File: src/rtl/sm_addsub_arbiter.sv
// Round-robin front end that shares one pipelined sign-magnitude add/sub datapath
// between two requesters, tagging every operation so its result returns to the issuer.
module sm_addsub_arbiter #(
    parameter int LATENCY = 7,
    parameter int MAX_OUT = 4,
    parameter int CNT_W   = 3
) (
    input  logic             clk,
    input  logic             rst,
    input  logic             req0_valid,
    output logic             req0_ready,
    input  logic             req0_sel,
    input  logic [5:0]       req0_a,
    input  logic [5:0]       req0_b,
    input  logic             req1_valid,
    output logic             req1_ready,
    input  logic             req1_sel,
    input  logic [5:0]       req1_a,
    input  logic [5:0]       req1_b,
    output logic             dp_select,
    output logic [5:0]       dp_a,
    output logic [5:0]       dp_b,
    input  logic [6:0]       dp_s,
    output logic             rsp0_valid,
    output logic [6:0]       rsp0_data,
    output logic             rsp1_valid,
    output logic [6:0]       rsp1_data,
    output logic             idle
);

    localparam int STAGES = LATENCY + 1;
    localparam logic [CNT_W-1:0] MAX_OUT_C = CNT_W'(MAX_OUT);
    localparam logic [CNT_W-1:0] CNT_ZERO  = {CNT_W{1'b0}};
    localparam logic [CNT_W-1:0] CNT_ONE   = {{(CNT_W-1){1'b0}}, 1'b1};

    logic              ptr_r;
    logic [STAGES-1:0] tag_v_r;
    logic [STAGES-1:0] tag_id_r;
    logic [CNT_W-1:0]  outst0_r;
    logic [CNT_W-1:0]  outst1_r;
    logic [CNT_W-1:0]  outst0_nxt_s;
    logic [CNT_W-1:0]  outst1_nxt_s;
    logic              elig0_s;
    logic              elig1_s;
    logic              grant0_s;
    logic              grant1_s;
    logic              accept_s;
    logic              ret0_s;
    logic              ret1_s;

    // Credit update: +1 on accept, -1 on return, both at once cancel; saturates at zero.
    function automatic logic [CNT_W-1:0] cnt_next(input logic [CNT_W-1:0] cur,
                                                  input logic inc, input logic dec);
        logic [CNT_W-1:0] nxt;
        case ({inc, dec})
            2'b10:   nxt = cur + CNT_ONE;
            2'b01:   nxt = (cur != CNT_ZERO) ? (cur - CNT_ONE) : cur;
            default: nxt = cur;
        endcase
        return nxt;
    endfunction

    assign elig0_s = req0_valid && (outst0_r < MAX_OUT_C);
    assign elig1_s = req1_valid && (outst1_r < MAX_OUT_C);

    // Round-robin grant; the pointer only matters when both requesters are eligible.
    always_comb begin
        grant0_s = 1'b0;
        grant1_s = 1'b0;
        if (elig0_s && elig1_s) begin
            if (ptr_r) begin
                grant1_s = 1'b1;
            end else begin
                grant0_s = 1'b1;
            end
        end else if (elig0_s) begin
            grant0_s = 1'b1;
        end else if (elig1_s) begin
            grant1_s = 1'b1;
        end else begin
            grant0_s = 1'b0;
            grant1_s = 1'b0;
        end
    end

    assign accept_s   = grant0_s | grant1_s;
    assign req0_ready = grant0_s;
    assign req1_ready = grant1_s;

    // The last tag stage lines up with dp_s carrying that operation's result.
    assign ret0_s = tag_v_r[STAGES-1] && !tag_id_r[STAGES-1];
    assign ret1_s = tag_v_r[STAGES-1] &&  tag_id_r[STAGES-1];

    // Next-state of the per-requester credit counters.
    always_comb begin
        outst0_nxt_s = cnt_next(outst0_r, grant0_s, ret0_s);
        outst1_nxt_s = cnt_next(outst1_r, grant1_s, ret1_s);
    end

    // Arbitration pointer and datapath operand registers, loaded on accept.
    always_ff @(posedge clk or posedge rst) begin
        if (rst) begin
            ptr_r     <= 1'b0;
            dp_select <= 1'b0;
            dp_a      <= 6'd0;
            dp_b      <= 6'd0;
        end else if (grant0_s) begin
            ptr_r     <= 1'b1;
            dp_select <= req0_sel;
            dp_a      <= req0_a;
            dp_b      <= req0_b;
        end else if (grant1_s) begin
            ptr_r     <= 1'b0;
            dp_select <= req1_sel;
            dp_a      <= req1_a;
            dp_b      <= req1_b;
        end
    end

    // Tag shift register tracking which requester owns each in-flight slot.
    always_ff @(posedge clk or posedge rst) begin
        if (rst) begin
            tag_v_r  <= {STAGES{1'b0}};
            tag_id_r <= {STAGES{1'b0}};
        end else begin
            tag_v_r  <= {tag_v_r[STAGES-2:0], accept_s};
            tag_id_r <= {tag_id_r[STAGES-2:0], grant1_s};
        end
    end

    // Response routing: single-cycle valid pulse, data holds between results.
    always_ff @(posedge clk or posedge rst) begin
        if (rst) begin
            rsp0_valid <= 1'b0;
            rsp0_data  <= 7'd0;
            rsp1_valid <= 1'b0;
            rsp1_data  <= 7'd0;
        end else begin
            rsp0_valid <= ret0_s;
            rsp1_valid <= ret1_s;
            if (ret0_s) begin
                rsp0_data <= dp_s;
            end
            if (ret1_s) begin
                rsp1_data <= dp_s;
            end
        end
    end

    // Credit counters and the idle flag derived from their next state.
    always_ff @(posedge clk or posedge rst) begin
        if (rst) begin
            outst0_r <= CNT_ZERO;
            outst1_r <= CNT_ZERO;
            idle     <= 1'b1;
        end else begin
            outst0_r <= outst0_nxt_s;
            outst1_r <= outst1_nxt_s;
            idle     <= (outst0_nxt_s == CNT_ZERO) && (outst1_nxt_s == CNT_ZERO);
        end
    end

endmodule
File: config.mk
export PLATFORM = sky130hd
export DESIGN_NAME = sm_addsub_arbiter
export DESIGN_NICKNAME = d
export VERILOG_FILES = /design/src/rtl/sm_addsub_arbiter.sv
export SDC_FILE = /design/constraint.sdc
export NUM_CORES = 1
export LEC_CHECK = 0
export CORE_MARGIN = 2
export CORE_UTILIZATION = 40
export DETAILED_ROUTE_END_ITERATION = 12
export PLACE_DENSITY = 0.71
export SLEW_MARGIN = 20
export SYNTH_ARGS = -nofsm -noshare
export SYNTH_HDL_FRONTEND = slang
export SYNTH_SLANG_ARGS = --single-unit
File: constraint.sdc
create_clock -name clk -period 3 [get_ports clk]
set_clock_uncertainty 0.05 [all_clocks]
set_input_delay 0.6 -clock clk [delete_from_list [all_inputs] [get_ports clk]]
set_output_delay 0.6 -clock clk [all_outputs]
set_load 0.005 [all_outputs]
* After elaboration in Yosys (flattened, before gate mapping) *
Cells that the tools add are included.

storage, ports and cells
  output and inout bits = 32
  bits in registers = 53

operators by class
  multiplexer cells = 19
  reductions and logical operators = 12
  bitwise operators = 1
  equal/unequal tests = 4
  $lt $le $gt $ge = 2
  add/subtract/negate cells = 4

operator list
  kind                   count
  $mux W6                4
  $pmux W3 S2            2
  $mux W1                11
  $add A3 B1 Y3 const B  2
  $logic_and A1 B1 Y1    6
  $logic_not A3 Y1       2
  $lt A3 B3 Y1 const B   2
  $mux W3                2
  $reduce_bool A3 Y1     2
  $sub A3 B1 Y3 const B  2
  $eq A2 B1 Y1 const B   2
  $eq A2 B2 Y1 const B   2
  $reduce_bool A2 Y1     1
  $logic_not A1 Y1       1
  $or A1 B1 Y1           1

* Logic depth before layout (Yosys ltp) *
  word-level depth = 9
  mapped depth = 11

* Worst setup path before layout *
Ideal clock, no wire load.

  path kind = input -> register
  start = in req1_valid
  end = reg idle
  buffers on the path = 1
  path slack = 56 ps
  arrival time = 2,819 ps
  stages = 10
  required time = 2,875 ps
  cells stage by stage = nor2b_1 > nand2_1 > nand2_1 > clkbuf_1 > inv_2 > ha_1 > a221o_1 > mux2_4 > or4_1 > nor3_2

RTL lines
  item                                                 line  text
  from (decl)                                          15    input logic req1_valid,
  $logic_and A1 B1 Y1 *                                64    assign elig1_s = req1_valid && (outst1_r < MAX_OUT_C);
  $logic_and A1 B1 Y1 *                                70    if (elig0_s && elig1_s) begin
  $mux W1 *                                            70
  net req0_ready                                       11    output logic req0_ready,
  $eq A2 B1 Y1 / $eq A2 B2 Y1 (equally long branches)  55    case ({inc, dec})
  $pmux W3 S2 *                                        55
  net outst0_nxt_s[2]                                  41    logic [CNT_W-1:0] outst0_nxt_s;
  $logic_not A3 Y1 *                                   159   idle <= (outst0_nxt_s == CNT_ZERO) && (outst1_nxt_s == CNT_ZERO);
  $logic_and A1 B1 Y1 *                                159
  to (signal assigned)                                 159
  to (decl)                                            28    output logic idle

Mark *: on every way through the listed nets, which the timed path passes. The rest lies on a longest branch.
A chain may end at the register's enable or synchronous reset.

* Worst setup path in the final report *
  start = in req1_valid
  end = reg idle

RTL lines
  item                                                 line
  $logic_and A1 B1 Y1 *                                64
  $logic_and A1 B1 Y1 *                                70
  $mux W1 *                                            70
  $eq A2 B1 Y1 / $eq A2 B2 Y1 (equally long branches)  55
  $pmux W3 S2 *                                        55
  net outst0_nxt_s[2]                                  41
  $logic_not A3 Y1 *                                   159
  $logic_and A1 B1 Y1 *                                159

Marked as above.

==> flow_summary.ini <==
[synth]
syn_avg_cell_area_sq_um = 12.13
synth_top_area_share_pct = 61.32
synth_edf_count = 0
async_flop_share_pct = 100.0
synthCells = 175
synth_seq_area_share_pct = 62.56
synth_top_flop_cell = dfrtp_1
ys_seq_elements = 53
synthTopCellsByCount = dfrtp_1, nor2_1, mux2_1, o22ai_1, inv_1
synthAdderAreaFrac_pct = 5.896
synthDistinctLibCells = 27
synth_area_leaders = dfrtp_1, mux2_1, ha_1, nor2_1, o22ai_1
synth_nets = 222
synth_compound_area_share_pct = 9.788
synthSimpleGateAreaFrac_pct = 10.26
synth_top_family_by_area = simple AND/OR/NAND/NOR gates
synth.mux.area_fraction_pct = 8.137
yosysWarnings = 0
syn_area_sq_mm = 0.002122
synthXorXnorAreaFrac_pct = 0
yosysTopAreaCell = dfrtp_1
yosysMostFrequentCell = dfrtp_1

[clocking]
cts_tree = done
cts_buffer_depth = 2
cts_setup_buffers = 0
clk_latency_ns = 0.30
clockRootBuffer = clkbuf_8
clk_pin_slew_ns = 0.09
h-tree-depth = 2
cts-resized-gates = 0
cts_buffers = 5
cts.sinks = 53
cts_hold_buf = 0

[routing]
vias_per_cell = 4.704
totalWireLength_um = 4154
drc = 0
vias = 1543
postRouteAntennaNets = 0
drtIter0Drc = 28
routedWlPerCell_um = 12.66
drtPass1Iterations = 4

[cells_and_area]
fin_cells = 328
nets = 304
layout-drive-gt1-share_pct = 10.47
fillCellCount = 448
diodes = 0
fin_util_pct = 59.82
syn2layout_area_growth_pct = 43.99

[run]
drv_cap = 0

[power_and_ir_drop]
peakVddDrop_mv = 0.3911
powerDensity_mw_per_mm2 = 868.6
p_leak_uw = 0.001334

[critical_path]
cp.required_ns = 3.18
critPathCaptureType = flop
rr_startpoint = outst1_r[2]
worstRegToRegCells = 9
path_class = in -> reg
reg2reg_to = idle
cp.arrival_ns = 2.95
worstSetupStartpointType = input port
r2r_slack_ns = 0.52
crit_fanout = 4

[min_path]
hold_class = reg -> reg
worstHoldEndpoint = tag_id_r[1]
min_from = tag_id_r[0]
min_path_cells = 0

[floorplanning]
std_cell_rows = 26
io_pins = 69
die_x_um = 76.84
dieArea_sq_mm = 0.005904
initial_core_util_pct = 41.55
coreArea_sq_mm = 0.005107
die_h_um = 76.84

[global_routing]
gr-usage-met2_pct = 25.70
antenna_found_initial = 0
grt_pass1_wl_um = 7383
top_usage_layer = met2
grt_max_degree = 21
use_met3_pct = 6.118
use_met1_pct = 19.10
grt_usage_pct = 15.92
grt_pass1_vias = 1701
overflow = 0

[timing]
setup_viol = 0
relSlewSlack_pct = 67.49
worst_slack_ns = 0.2292
rsz0062_at_grt = no
whs_ns = 0.3031
max_freq_ghz = 0.3609
setup_tns_ns = 0
min_period_ns = 2.771
drv_slew = 0
worst_pin_slew_ns = 0.4876
min_period_over_period_pct = 92.36
report.final.hold_viol_count = 0

[outcome]
status = finished, final reports clean

[placement]
port_buffers = 68
place.gp.congestion = 0.8036
place_inst = 320
place_ws_ns = -0.08025
dp_hpwl_um = 3193
==> registers in the layout (all words and copies together), names as in the netlist <==
| name | cells |
|---|---|
| dp_a | 6 |
| ptr_r | 1 |
| rsp0_valid | 1 |
| rsp0_data | 7 |
| idle | 1 |
| dp_b | 6 |
| rsp1_data | 7 |
| tag_id_r | 8 |
| rsp1_valid | 1 |
| dp_select | 1 |
| outst1_r | 3 |
| tag_v_r | 8 |
| outst0_r | 3 |
==> worst max-delay path: stages <==
cell and delay (ns):
clkdlybuf4s50_1 0.44, nor2b_1 0.23, nand2_1 0.08, nand2_1 0.12
inv_2 0.05, ha_1 0.28, a221o_1 0.26, mux2_4 0.26
or4_1 0.51, nor3_2 0.11
==> per-stage QoR <==
step	power, uW	area (sq um)
final	2654	3055
after global routing	2860	3055
after CTS	2696	3055
after detailed placement	2285	2962
after global placement	2254	2962
after floorplan	1641	2122
==> worst max path at each step <==
stage	start	endpoint	slack (ns)
after floorplan	req1_valid	idle	0.06
after global placement	req1_valid	idle	-0.03
after detailed placement	req1_valid	idle	-0.08
after CTS	req1_valid	idle	0.23
after global routing	req1_valid	idle	0.1
final	req1_valid	idle	0.23
==> placed cells by master (no fill, tap or decap) <==
cell / count
clkdlybuf4s50_1: 68
dfrtp_1: 52
nor2_1: 27
o22ai_1: 14
mux2_1: 14
buf_4: 12
inv_1: 11
ha_1: 10
clkbuf_8: 6
nand2_1: 4
nand2b_1: 4
o21ai_1: 4
a21oi_1: 4
nor2b_1: 3
inv_2: 3
o31ai_1: 3
o21ai_0: 3
and3b_1: 2
a22oi_1: 2
or2_1: 1
a32oi_1: 1
o21ai_2: 1
nand3b_1: 1
a221o_1: 1
mux2_4: 1
nor2b_2: 1
or4_1: 1
nor3_2: 1
clkinvlp_4: 1
clkbuf_1: 1
dfstp_2: 1
==> where the power goes <==
group          leakage (uW)  switching (uW)  internal, uW
Sequential         0.000617             136          1000
Clock             0.0000445             215           188
Combinational      0.000673             447           664
==> kinds of logic (layout without fill, tap and decap cells) <==
family                     after synthesis  count (layout)
DFF                                     53              53
buffers and inverters                   19             102
muxes                                   15              15
and+or+nand+nor                         45              45
AOI/OAI and AO/OA                       33              33
adders and majority gates               10              10
==> metal layers <==
layer	routed length (um)	part of all wire [%]	vias to the layer above
li1	-	-	753
met2	1934	47	62
met4	61	1.5	0
met5	0	0	-
met3	393	9.5	4
met1	1765	42	724
==> area by class of cell <==
cell class                      count  area (sq um)  area share (%)
Sequential cell                    53          1328           43.45
Clock inverter                      1         7.507          0.2457
Timing Repair Buffer               80         770.7           25.23
Inverter                           14         52.55           1.720
Tap cell                           70         87.58           2.867
Clock buffer                        7         86.33           2.826
Multi-Input combinational cell    103         723.2           23.67
No activity file was read; power rests on OpenSTA's default activity.
